--- config.mk ---
export PLATFORM = sky130hd
export DESIGN_NAME = ip_ram_arbiter
export DESIGN_NICKNAME = d
export VERILOG_FILES = /design/src/rtl/ip_ram_arbiter_pkg.sv /design/src/rtl/ip_ram_req_slot.sv /design/src/rtl/ip_ram_arbiter.sv
export SDC_FILE = /design/constraint.sdc
export NUM_CORES = 1
export LEC_CHECK = 0
export CORE_UTILIZATION = 52
export DETAILED_ROUTE_END_ITERATION = 10
export PLACE_DENSITY = 0.88
export SLEW_MARGIN = 30
export SYNTH_ARGS = -nofsm -noshare
export SYNTH_HDL_FRONTEND = slang
export SYNTH_SLANG_ARGS = --single-unit
--- constraint.sdc ---
create_clock -name clk -period 3.1 [get_ports clk]
set_input_delay 0.62 -clock clk [delete_from_list [all_inputs] [get_ports clk]]
set_output_delay 0.62 -clock clk [all_outputs]
set_load 0.005 [all_outputs]
--- src/rtl/ip_ram_arbiter_pkg.sv ---
// Shared types for the two-port RAM arbiter: FSM states, port select, request slot.
package ip_ram_arbiter_pkg;

  localparam int unsigned RAM_ADDR_W = 22;

  typedef enum logic {
    ST_IDLE,
    ST_WAIT_RD
  } state_e;

  typedef enum logic {
    PORT_A,
    PORT_B
  } port_e;

  typedef struct packed {
    logic                  rd;
    logic [RAM_ADDR_W-1:0] address;
    logic [7:0]            wdata;
    logic                  valid;
  } req_slot_t;

endpackage

--- src/rtl/ip_ram_req_slot.sv ---
// One-entry request buffer for a single upstream port, with busy generation.
module ip_ram_req_slot
  import ip_ram_arbiter_pkg::*;
(
  input  logic                  clk,
  input  logic                  n_reset,
  input  logic                  rd_i,
  input  logic                  wr_i,
  input  logic [RAM_ADDR_W-1:0] address_i,
  input  logic [7:0]            wdata_i,
  input  logic                  consume_i,
  input  logic                  rd_owned_i,
  output req_slot_t             slot_o,
  output logic                  busy_o
);

  req_slot_t slot_q, slot_d;
  logic      accept;

  assign busy_o = slot_q.valid | rd_owned_i;
  assign accept = (rd_i | wr_i) & ~busy_o;
  assign slot_o = slot_q;

  // rd wins when both strobes are high; accept and consume are exclusive
  // because consume requires valid, which forces busy.
  always_comb begin
    slot_d = slot_q;
    if (accept) begin
      slot_d.rd      = rd_i;
      slot_d.address = address_i;
      slot_d.wdata   = wdata_i;
      slot_d.valid   = 1'b1;
    end else if (consume_i) begin
      slot_d.valid = 1'b0;
    end
  end

  always_ff @(posedge clk or negedge n_reset) begin
    if (!n_reset) slot_q <= '0;
    else          slot_q <= slot_d;
  end

endmodule

--- src/rtl/ip_ram_arbiter.sv ---
// Two-port arbiter (megarom RAM port A, loader port B) onto one memory port.
// Optional: RAM_ARB_ROUND_ROBIN_EN selects round-robin instead of fixed A-first.
module ip_ram_arbiter
  import ip_ram_arbiter_pkg::*;
#(
  parameter int unsigned ADDR_W = RAM_ADDR_W
) (
  input  logic              clk,
  input  logic              n_reset,
  input  logic              a_rd,
  input  logic              a_wr,
  output logic              a_busy,
  input  logic [ADDR_W-1:0] a_address,
  input  logic [7:0]        a_wdata,
  output logic [7:0]        a_rdata,
  output logic              a_rdata_en,
  input  logic              b_rd,
  input  logic              b_wr,
  output logic              b_busy,
  input  logic [ADDR_W-1:0] b_address,
  input  logic [7:0]        b_wdata,
  output logic [7:0]        b_rdata,
  output logic              b_rdata_en,
  output logic              m_rd,
  output logic              m_wr,
  input  logic              m_busy,
  output logic [ADDR_W-1:0] m_address,
  output logic [7:0]        m_wdata,
  input  logic [7:0]        m_rdata,
  input  logic              m_rdata_en
);

  state_e            state_q, state_d;
  port_e             owner_q, owner_d;
  req_slot_t         slot_a, slot_b, sel;
  logic              grant_a, grant_b, pick_b;
  logic              m_rd_q, m_rd_d, m_wr_q, m_wr_d;
  logic [ADDR_W-1:0] m_address_q, m_address_d;
  logic [7:0]        m_wdata_q, m_wdata_d;
  logic [7:0]        a_rdata_q, a_rdata_d, b_rdata_q, b_rdata_d;
  logic              a_rdata_en_q, a_rdata_en_d, b_rdata_en_q, b_rdata_en_d;

  ip_ram_req_slot u_slot_a (
    .clk        (clk),
    .n_reset    (n_reset),
    .rd_i       (a_rd),
    .wr_i       (a_wr),
    .address_i  (a_address),
    .wdata_i    (a_wdata),
    .consume_i  (grant_a),
    .rd_owned_i ((state_q == ST_WAIT_RD) && (owner_q == PORT_A)),
    .slot_o     (slot_a),
    .busy_o     (a_busy)
  );

  ip_ram_req_slot u_slot_b (
    .clk        (clk),
    .n_reset    (n_reset),
    .rd_i       (b_rd),
    .wr_i       (b_wr),
    .address_i  (b_address),
    .wdata_i    (b_wdata),
    .consume_i  (grant_b),
    .rd_owned_i ((state_q == ST_WAIT_RD) && (owner_q == PORT_B)),
    .slot_o     (slot_b),
    .busy_o     (b_busy)
  );

`ifdef RAM_ARB_ROUND_ROBIN_EN
  port_e last_q, last_d;
  // On a tie the port that was not granted last goes first.
  assign pick_b = slot_b.valid & (~slot_a.valid | (last_q == PORT_A));
`else
  assign pick_b = slot_b.valid & ~slot_a.valid;
`endif

  always_comb begin
    state_d      = state_q;
    owner_d      = owner_q;
    sel          = pick_b ? slot_b : slot_a;
    grant_a      = 1'b0;
    grant_b      = 1'b0;
    m_rd_d       = 1'b0;
    m_wr_d       = 1'b0;
    m_address_d  = m_address_q;
    m_wdata_d    = m_wdata_q;
    a_rdata_d    = '0;
    a_rdata_en_d = 1'b0;
    b_rdata_d    = '0;
    b_rdata_en_d = 1'b0;
`ifdef RAM_ARB_ROUND_ROBIN_EN
    last_d       = last_q;
`endif
    case (state_q)
      ST_IDLE: begin
        if ((slot_a.valid | slot_b.valid) & ~m_busy) begin
          grant_a     = ~pick_b;
          grant_b     = pick_b;
          owner_d     = pick_b ? PORT_B : PORT_A;
`ifdef RAM_ARB_ROUND_ROBIN_EN
          last_d      = owner_d;
`endif
          m_rd_d      = sel.rd;
          m_wr_d      = ~sel.rd;
          m_address_d = sel.address;
          m_wdata_d   = sel.wdata;
          if (sel.rd) state_d = ST_WAIT_RD;
        end
      end
      ST_WAIT_RD: begin
        if (m_rdata_en) begin
          state_d = ST_IDLE;
          if (owner_q == PORT_B) begin
            b_rdata_d    = m_rdata;
            b_rdata_en_d = 1'b1;
          end else begin
            a_rdata_d    = m_rdata;
            a_rdata_en_d = 1'b1;
          end
        end
      end
      default: state_d = ST_IDLE;
    endcase
  end

  always_ff @(posedge clk or negedge n_reset) begin
    if (!n_reset) begin
      state_q      <= ST_IDLE;
      owner_q      <= PORT_A;
      m_rd_q       <= 1'b0;
      m_wr_q       <= 1'b0;
      m_address_q  <= '0;
      m_wdata_q    <= '0;
      a_rdata_q    <= '0;
      a_rdata_en_q <= 1'b0;
      b_rdata_q    <= '0;
      b_rdata_en_q <= 1'b0;
`ifdef RAM_ARB_ROUND_ROBIN_EN
      last_q       <= PORT_A;
`endif
    end else begin
      state_q      <= state_d;
      owner_q      <= owner_d;
      m_rd_q       <= m_rd_d;
      m_wr_q       <= m_wr_d;
      m_address_q  <= m_address_d;
      m_wdata_q    <= m_wdata_d;
      a_rdata_q    <= a_rdata_d;
      a_rdata_en_q <= a_rdata_en_d;
      b_rdata_q    <= b_rdata_d;
      b_rdata_en_q <= b_rdata_en_d;
`ifdef RAM_ARB_ROUND_ROBIN_EN
      last_q       <= last_d;
`endif
    end
  end

  assign m_rd       = m_rd_q;
  assign m_wr       = m_wr_q;
  assign m_address  = m_address_q;
  assign m_wdata    = m_wdata_q;
  assign a_rdata    = a_rdata_q;
  assign a_rdata_en = a_rdata_en_q;
  assign b_rdata    = b_rdata_q;
  assign b_rdata_en = b_rdata_en_q;

endmodule

==> flow_summary.json, run 1 <==
{
  "skew_ns": 0.009241,
  "reg2reg_depth": 4,
  "crit_fanout": 6,
  "syn_nets": 369,
  "synthCells": 293,
  "pin_count": 128,
  "async_flop_share_pct": 100.0,
  "final_cells": 555,
  "outcome": "completed",
  "holdCritPathClass": "in2async",
  "grt_overflow": 0,
  "end_kind": "output pin",
  "yosys_warnings": 0,
  "gp_congestion": 0.7236,
  "yosysTopAreaCell": "dfrtp_1",
  "drive_gt1_share_pct": 35.36,
  "wl_um": 10330,
  "worst_r2r_startpoint": "owner_q$_DFFE_PN0P_",
  "stdcell_area_mm2": 0.006887,
  "cap_viol_max_count": 0,
  "grt_antenna_before_repair": 0,
  "wl_met2_um": 5557,
  "hold_viol_final": 0,
  "met1_length_um": 4247,
  "ys_seq_area_share_pct": 59.26,
  "max_slew_margin_pct": 53.02,
  "r2r_setup_slack_ns": 1.20,
  "crit_required_ns": 2.48,
  "wire_per_inst_um": 18.62,
  "dp_slack_ns": 0.6793,
  "ys.flop_type": "dfrtp_1",
  "cp_cell_sequence": "inv_1 -> o21ai_0 -> clkdlybuf4s50_1",
  "maxUsedRoutingLayer": "met4",
  "path_delay_family": "buffers and inverters",
  "critPathArrivalTime_ns": 2.06,
  "setup_viol": 0,
  "io_buffers": 127,
  "r2r-end": "u_slot_b.slot_o[19]$_DFFE_PN0P_",
  "cts_setup_buffers": 0,
  "rsz0062_at_grt": "no",
  "grt_util_all_layers_pct": 22.73,
  "min_period_ns": 2.677,
  "die_x_um": 99.06,
  "avgSynthCellArea_um2": 16.72,
  "placedInstanceArea_mm2": 0.006250,
  "drtAntennaViolNets": 0,
  "fin_crit_sh_pct": 86.37,
  "synth_edf_count": 0,
  "p_per_area_mw_per_mm2": 1104,
  "initial_core_util_pct": 53.27,
  "vias_per_cell": 5.189,
  "wl_met3_um": 406,
  "dp_hpwl_um": 6562,
  "critPathLaunchType": "register",
  "worst-path-buf-inv": 2,
  "diodes": 0,
  "htree_num_levels": 4,
  "synth_seq_cells": 116,
  "grt_pass1_vias": 3204,
  "synth_cell_type_count": 28,
  "areaGrowthSynthToFinish_pct": 40.59,
  "ctsLongestPathBuffers": 2,
  "cpPeakStageDelay_ns": 0.59,
  "ir_worst_vdd_mv": 0.5724,
  "cts_inserted_buffers": 17,
  "cts-root-buf": "clkbuf_8",
  "cp_slowest_cell": "clkdlybuf4s50_1",
  "die_h_um": 99.06,
  "timing.final.ws_setup_ns": 0.4226,
  "initialDrtViolationCount": 87,
  "cts.sinks": 116,
  "tightest_slew_ns": 0.7047,
  "synth_top_area_share_pct": 59.26,
  "final_net_count": 507,
  "synth_area_leaders": "dfrtp_1 59%, mux2_4 18%, mux2_2 13%",
  "core_area_mm2": 0.009196,
  "dr.pass1.iters": 4,
  "critPathLaunch": "state_q$_DFF_PN0_",
  "grt_max_degree": 58,
  "drc_errors": 0,
  "syn_area_mm2": 0.004898,
  "rows": 35,
  "die-area_mm2": 0.009812,
  "leakagePower_uw": 0.003083,
  "fmax_mhz": 373.5,
  "num_vias": 2880,
  "fin_setup_tns_ns": 0,
  "cts_tree": "done",
  "cts_hold_buf": 0,
  "worstSetupPathType": "reg2out",
  "grt_pass1_wl_um": 16700,
  "worstSkewPairLatency_ns": 0.51,
  "placedCellCount": 523,
  "cts_resized": 0,
  "drv_slew": 0,
  "clkTransAtPathRegs_ns": 0.06,
  "hold_ws_ns": 0.1575
}
area by class of cell:
| class | instances | area (µm²) |
|---|---|---|
| fillers | 569 | 2310 |
| clock inverters | 13 | 205.2 |
| repair buffers | 132 | 1344 |
| well taps | 111 | 138.9 |
| multi-input cells | 160 | 1849 |
| clock buffers | 19 | 431.7 |
| inverters | 4 | 15.01 |
| flip-flops and latches | 116 | 2903 |
where the power goes:
group / leakage (µW) / total [µW] / switching, µW / internal (µW)
logic: 0.00138 / 2890 / 938 / 1950
clock network: 0.000304 / 2090 / 683 / 1410
registers: 0.00140 / 2620 / 413 / 2210
synthesized netlist by cell type (2+ instances only):
| cell type | n |
|---|---|
| dfrtp_1 | 116 |
| mux2_4 | 58 |
| mux2_2 | 56 |
| and2_1 | 17 |
| buf_6 | 7 |
| mux2_1 | 6 |
| inv_1 | 4 |
| buf_4 | 3 |
| o21ai_0 | 3 |
| a21oi_1 | 2 |
| clkbuf_8 | 2 |
| nand2_1 | 2 |
| nor2_1 | 2 |
cell usage in the layout, fill, tap and decap left out, drive strengths merged, types with 4 or more instances in the layout:
cell           instances
clkdlybuf4s50        126
mux2                 120
dfrtp                116
clkbuf                19
and2                  17
buf                    6
bufinv                 5
inv                    5
clkinv                 4
logic make-up (layout without fill, tap and decap cells):
| kind of cell | after synthesis | count (layout) | share of synthesized area (%) |
|---|---|---|---|
| AND/OR/NAND/NOR | 25 | 25 | 3.142 |
| buffers and inverters | 17 | 168 | 3.014 |
| multiplexers | 121 | 121 | 32.23 |
| AO/OA/AOI/OAI | 14 | 14 | 2.350 |
| flip-flops | 116 | 116 | 59.26 |
stage by stage:
stage          utilization (%)  power (µW)
4_1_cts                  74.88        7671
2_1_floorplan                -        4569
3_3_place_gp             67.96        5399
5_1_grt                  74.88        7964
6_report                 74.88        7599
3_5_place_dp             67.96        5516
flip-flops by register name (all words and copies together), names as in the netlist:
register and cells:
m_wr 1, b_rdata 8, u_slot_b.slot_o 32, owner_q 1, b_rdata_en 1, u_slot_a.slot_o 32, m_wdata 8, a_rdata 8
state_q 1, m_rd 1, a_rdata_en 1, m_address 22
layer usage:
| metal | vias to the layer above | global-route usage (%) |
|---|---|---|
| met5 | - | 0 |
| met4 | 0 | 8.032 |
| met3 | 9 | 5.887 |
| met2 | 77 | 39.48 |
| met1 | 1482 | 27.53 |
| li1 | 1312 | - |
worst max-delay path by stage:
stage | end | slack [ns] | cells after the start
5_1_grt | a_busy | 0.38 | 3
6_report | a_busy | 0.42 | 3
3_5_place_dp | m_address[11]$_DFFE_PN0P_ | 0.68 | 5
4_1_cts | a_busy | 0.42 | 3
3_3_place_gp | m_address[13]$_DFFE_PN0P_ | 0.74 | 5
2_1_floorplan | m_address[0]$_DFFE_PN0P_ | 1.52 | 4
(Power assumes the default switching activity.)
==> inputs of run 2 (changes only) <==
--- a/config.mk
+++ b/config.mk
@@ -5,9 +5,9 @@
 export SDC_FILE = /design/constraint.sdc
 export NUM_CORES = 1
 export LEC_CHECK = 0
-export CORE_UTILIZATION = 52
+export CORE_UTILIZATION = 44
 export DETAILED_ROUTE_END_ITERATION = 10
-export PLACE_DENSITY = 0.88
+export PLACE_DENSITY = 0.79
 export SLEW_MARGIN = 30
 export SYNTH_ARGS = -nofsm -noshare
 export SYNTH_HDL_FRONTEND = slang
==> constraint.sdc (replaced) <==
create_clock -name clk -period 2.43 [get_ports clk]
set_input_delay 0.486 -clock clk [delete_from_list [all_inputs] [get_ports clk]]
set_output_delay 0.486 -clock clk [all_outputs]
set_load 0.005 [all_outputs]
==> run 2 against run 1 <==
  * Core utilization decreased by 11 points
  * Clock power increased by 28%
  * Count of clock-buffer cells in the layout increased by 1
  * Total power rose by 28%
  * Final cell count up 5.6%
  * Hold slack worse by 0.15 ns
  * Clock skew is 0.0022 ns lower
  * Sequential power rose by 28%
  * Non-clock buffer count grew 2
  * Global-route usage down 3.2 points
  * Sequential share of layout area fell by 0.44 points
==> flow_summary.json, run 2 (synthesized netlist as in run 1, its figures left out) <==
{
  "outcome": "completed",
  "gp_congestion": 0.7333,
  "die_h_um": 107.5,
  "rows": 38,
  "worst_r2r_startpoint": "u_slot_a.slot_o[0]$_DFFE_PN0P_",
  "wire_per_inst_um": 17.77,
  "fin_crit_sh_pct": 94.62,
  "setup_viol": 0,
  "final_net_count": 509,
  "cts_resized": 1,
  "fin_setup_tns_ns": 0,
  "stdcell_area_mm2": 0.006963,
  "cts.sinks": 116,
  "diodes": 0,
  "htree_num_levels": 4,
  "vias_per_cell": 4.983,
  "drv_slew": 0,
  "cts_tree": "done",
  "crit_required_ns": 1.94,
  "num_vias": 2920,
  "holdCritPathClass": "in2async",
  "r2r-end": "m_wdata[4]$_DFFE_PN0P_",
  "cts_hold_buf": 0,
  "hold_viol_final": 0,
  "critPathLaunchType": "register",
  "critPathArrivalTime_ns": 1.81,
  "grt_pass1_vias": 3304,
  "max_slew_margin_pct": 54.96,
  "grt_overflow": 0,
  "io_buffers": 127,
  "wl_um": 10410,
  "dp_hpwl_um": 6870,
  "end_kind": "output pin",
  "multi_input_area_mm2": 0.001849,
  "initial_core_util_pct": 45.19,
  "grt_util_all_layers_pct": 19.52,
  "leakagePower_uw": 0.003096,
  "p_per_area_mw_per_mm2": 1400,
  "tightest_slew_ns": 0.6756,
  "r2r_setup_slack_ns": 0.61,
  "ir_worst_vdd_mv": 1.046,
  "drc_errors": 0,
  "pin_count": 128,
  "regArea_mm2": 0.002904,
  "worstSetupPathType": "reg2out",
  "dr.pass1.iters": 4,
  "crit_fanout": 6,
  "ctsLongestPathBuffers": 2,
  "die-area_mm2": 0.01156,
  "clkTransAtPathRegs_ns": 0.05,
  "layout_commonest_cell": "clkdlybuf4s50_1",
  "core_area_mm2": 0.01084,
  "cts_setup_buffers": 0,
  "hold_ws_ns": 0.008439,
  "initialDrtViolationCount": 111,
  "placedInstanceArea_mm2": 0.006314,
  "worstSkewPairLatency_ns": 0.51,
  "final_cell_mix": "126 x clkdlybuf4s50_1, 115 x dfrtp_1, 58 x mux2_4",
  "rsz0062_at_grt": "no",
  "num-fill-cells": 828,
  "cts_inserted_buffers": 17,
  "fmax_mhz": 434.9,
  "skew_ns": 0.006992,
  "cts-root-buf": "clkbuf_8",
  "reg2reg_depth": 4,
  "die_x_um": 107.5,
  "drtAntennaViolNets": 0,
  "cap_viol_max_count": 0,
  "grt_max_degree": 53,
  "finalPower_uw": 9749,
  "drive_gt1_share_pct": 35.87,
  "min_period_ns": 2.299,
  "grt_pass1_wl_um": 16720,
  "grt_antenna_before_repair": 0,
  "areaGrowthSynthToFinish_pct": 42.15
}
==> run 2: cell types whose count changed in the layout (fill, tap and decap cells not counted), sizes merged <==
cell      delta
buf          +2
clkbuf       +1
clkinv       -1
clkinvlp     +1
inv          -1
==> run 2: worst max path at each step <==
stage                               endpoint  slack (ns)               from
floorplan           m_address[0]$_DFFE_PN0P_        0.98             m_busy
global placement      m_wdata[0]$_DFFE_PN0P_        0.41             m_busy
detailed placement    m_wdata[0]$_DFFE_PN0P_        0.37             m_busy
CTS                                   a_busy        0.04  state_q$_DFF_PN0_
global route                          a_busy        0.05  state_q$_DFF_PN0_
finish                                a_busy        0.13  state_q$_DFF_PN0_
==> run 2: per-stage QoR <==
step	utilization, %	instances	setup WS (ns)
detailed placement	58.24	554	0.3744
global placement	58.24	554	0.4129
global route	64.23	586	0.05329
finish	64.23	586	0.1307
floorplan	-	293	0.9837
CTS	64.22	586	0.03618
==> run 2: critical path, stage by stage (launching register included) <==
cell and delay, ns:
dfrtp_2 0.42, inv_1 0.13, o21ai_1 0.22, clkdlybuf4s50_1 0.54
==> run 2: area by class of cell <==
type | count | area share, %
multi-input cells | 160 | 26.56
repair buffers | 134 | 19.69
well taps | 140 | 2.516
inverters | 4 | 0.2156
clock inverters | 12 | 2.911
flip-flops and latches | 116 | 41.71
clock buffers | 20 | 6.397
==> run 2: power by group <==
| group | switching, µW | total (µW) | internal [µW] |
|---|---|---|---|
| clock | 861 | 2680 | 1820 |
| combinational | 1190 | 3700 | 2520 |
| sequential | 538 | 3360 | 2820 |
| total | 2590 | 9750 | 7160 |
==> run 2: per-layer routing <==
layer / vias to the layer above / wire length (µm) / GRT usage (%)
met2: 96 / 5504 / 33.52
met5: - / 0 / 0
met1: 1499 / 4224 / 22.63
li1: 1319 / - / -
met4: 0 / 101 / 8.023
met3: 6 / 580 / 5.872
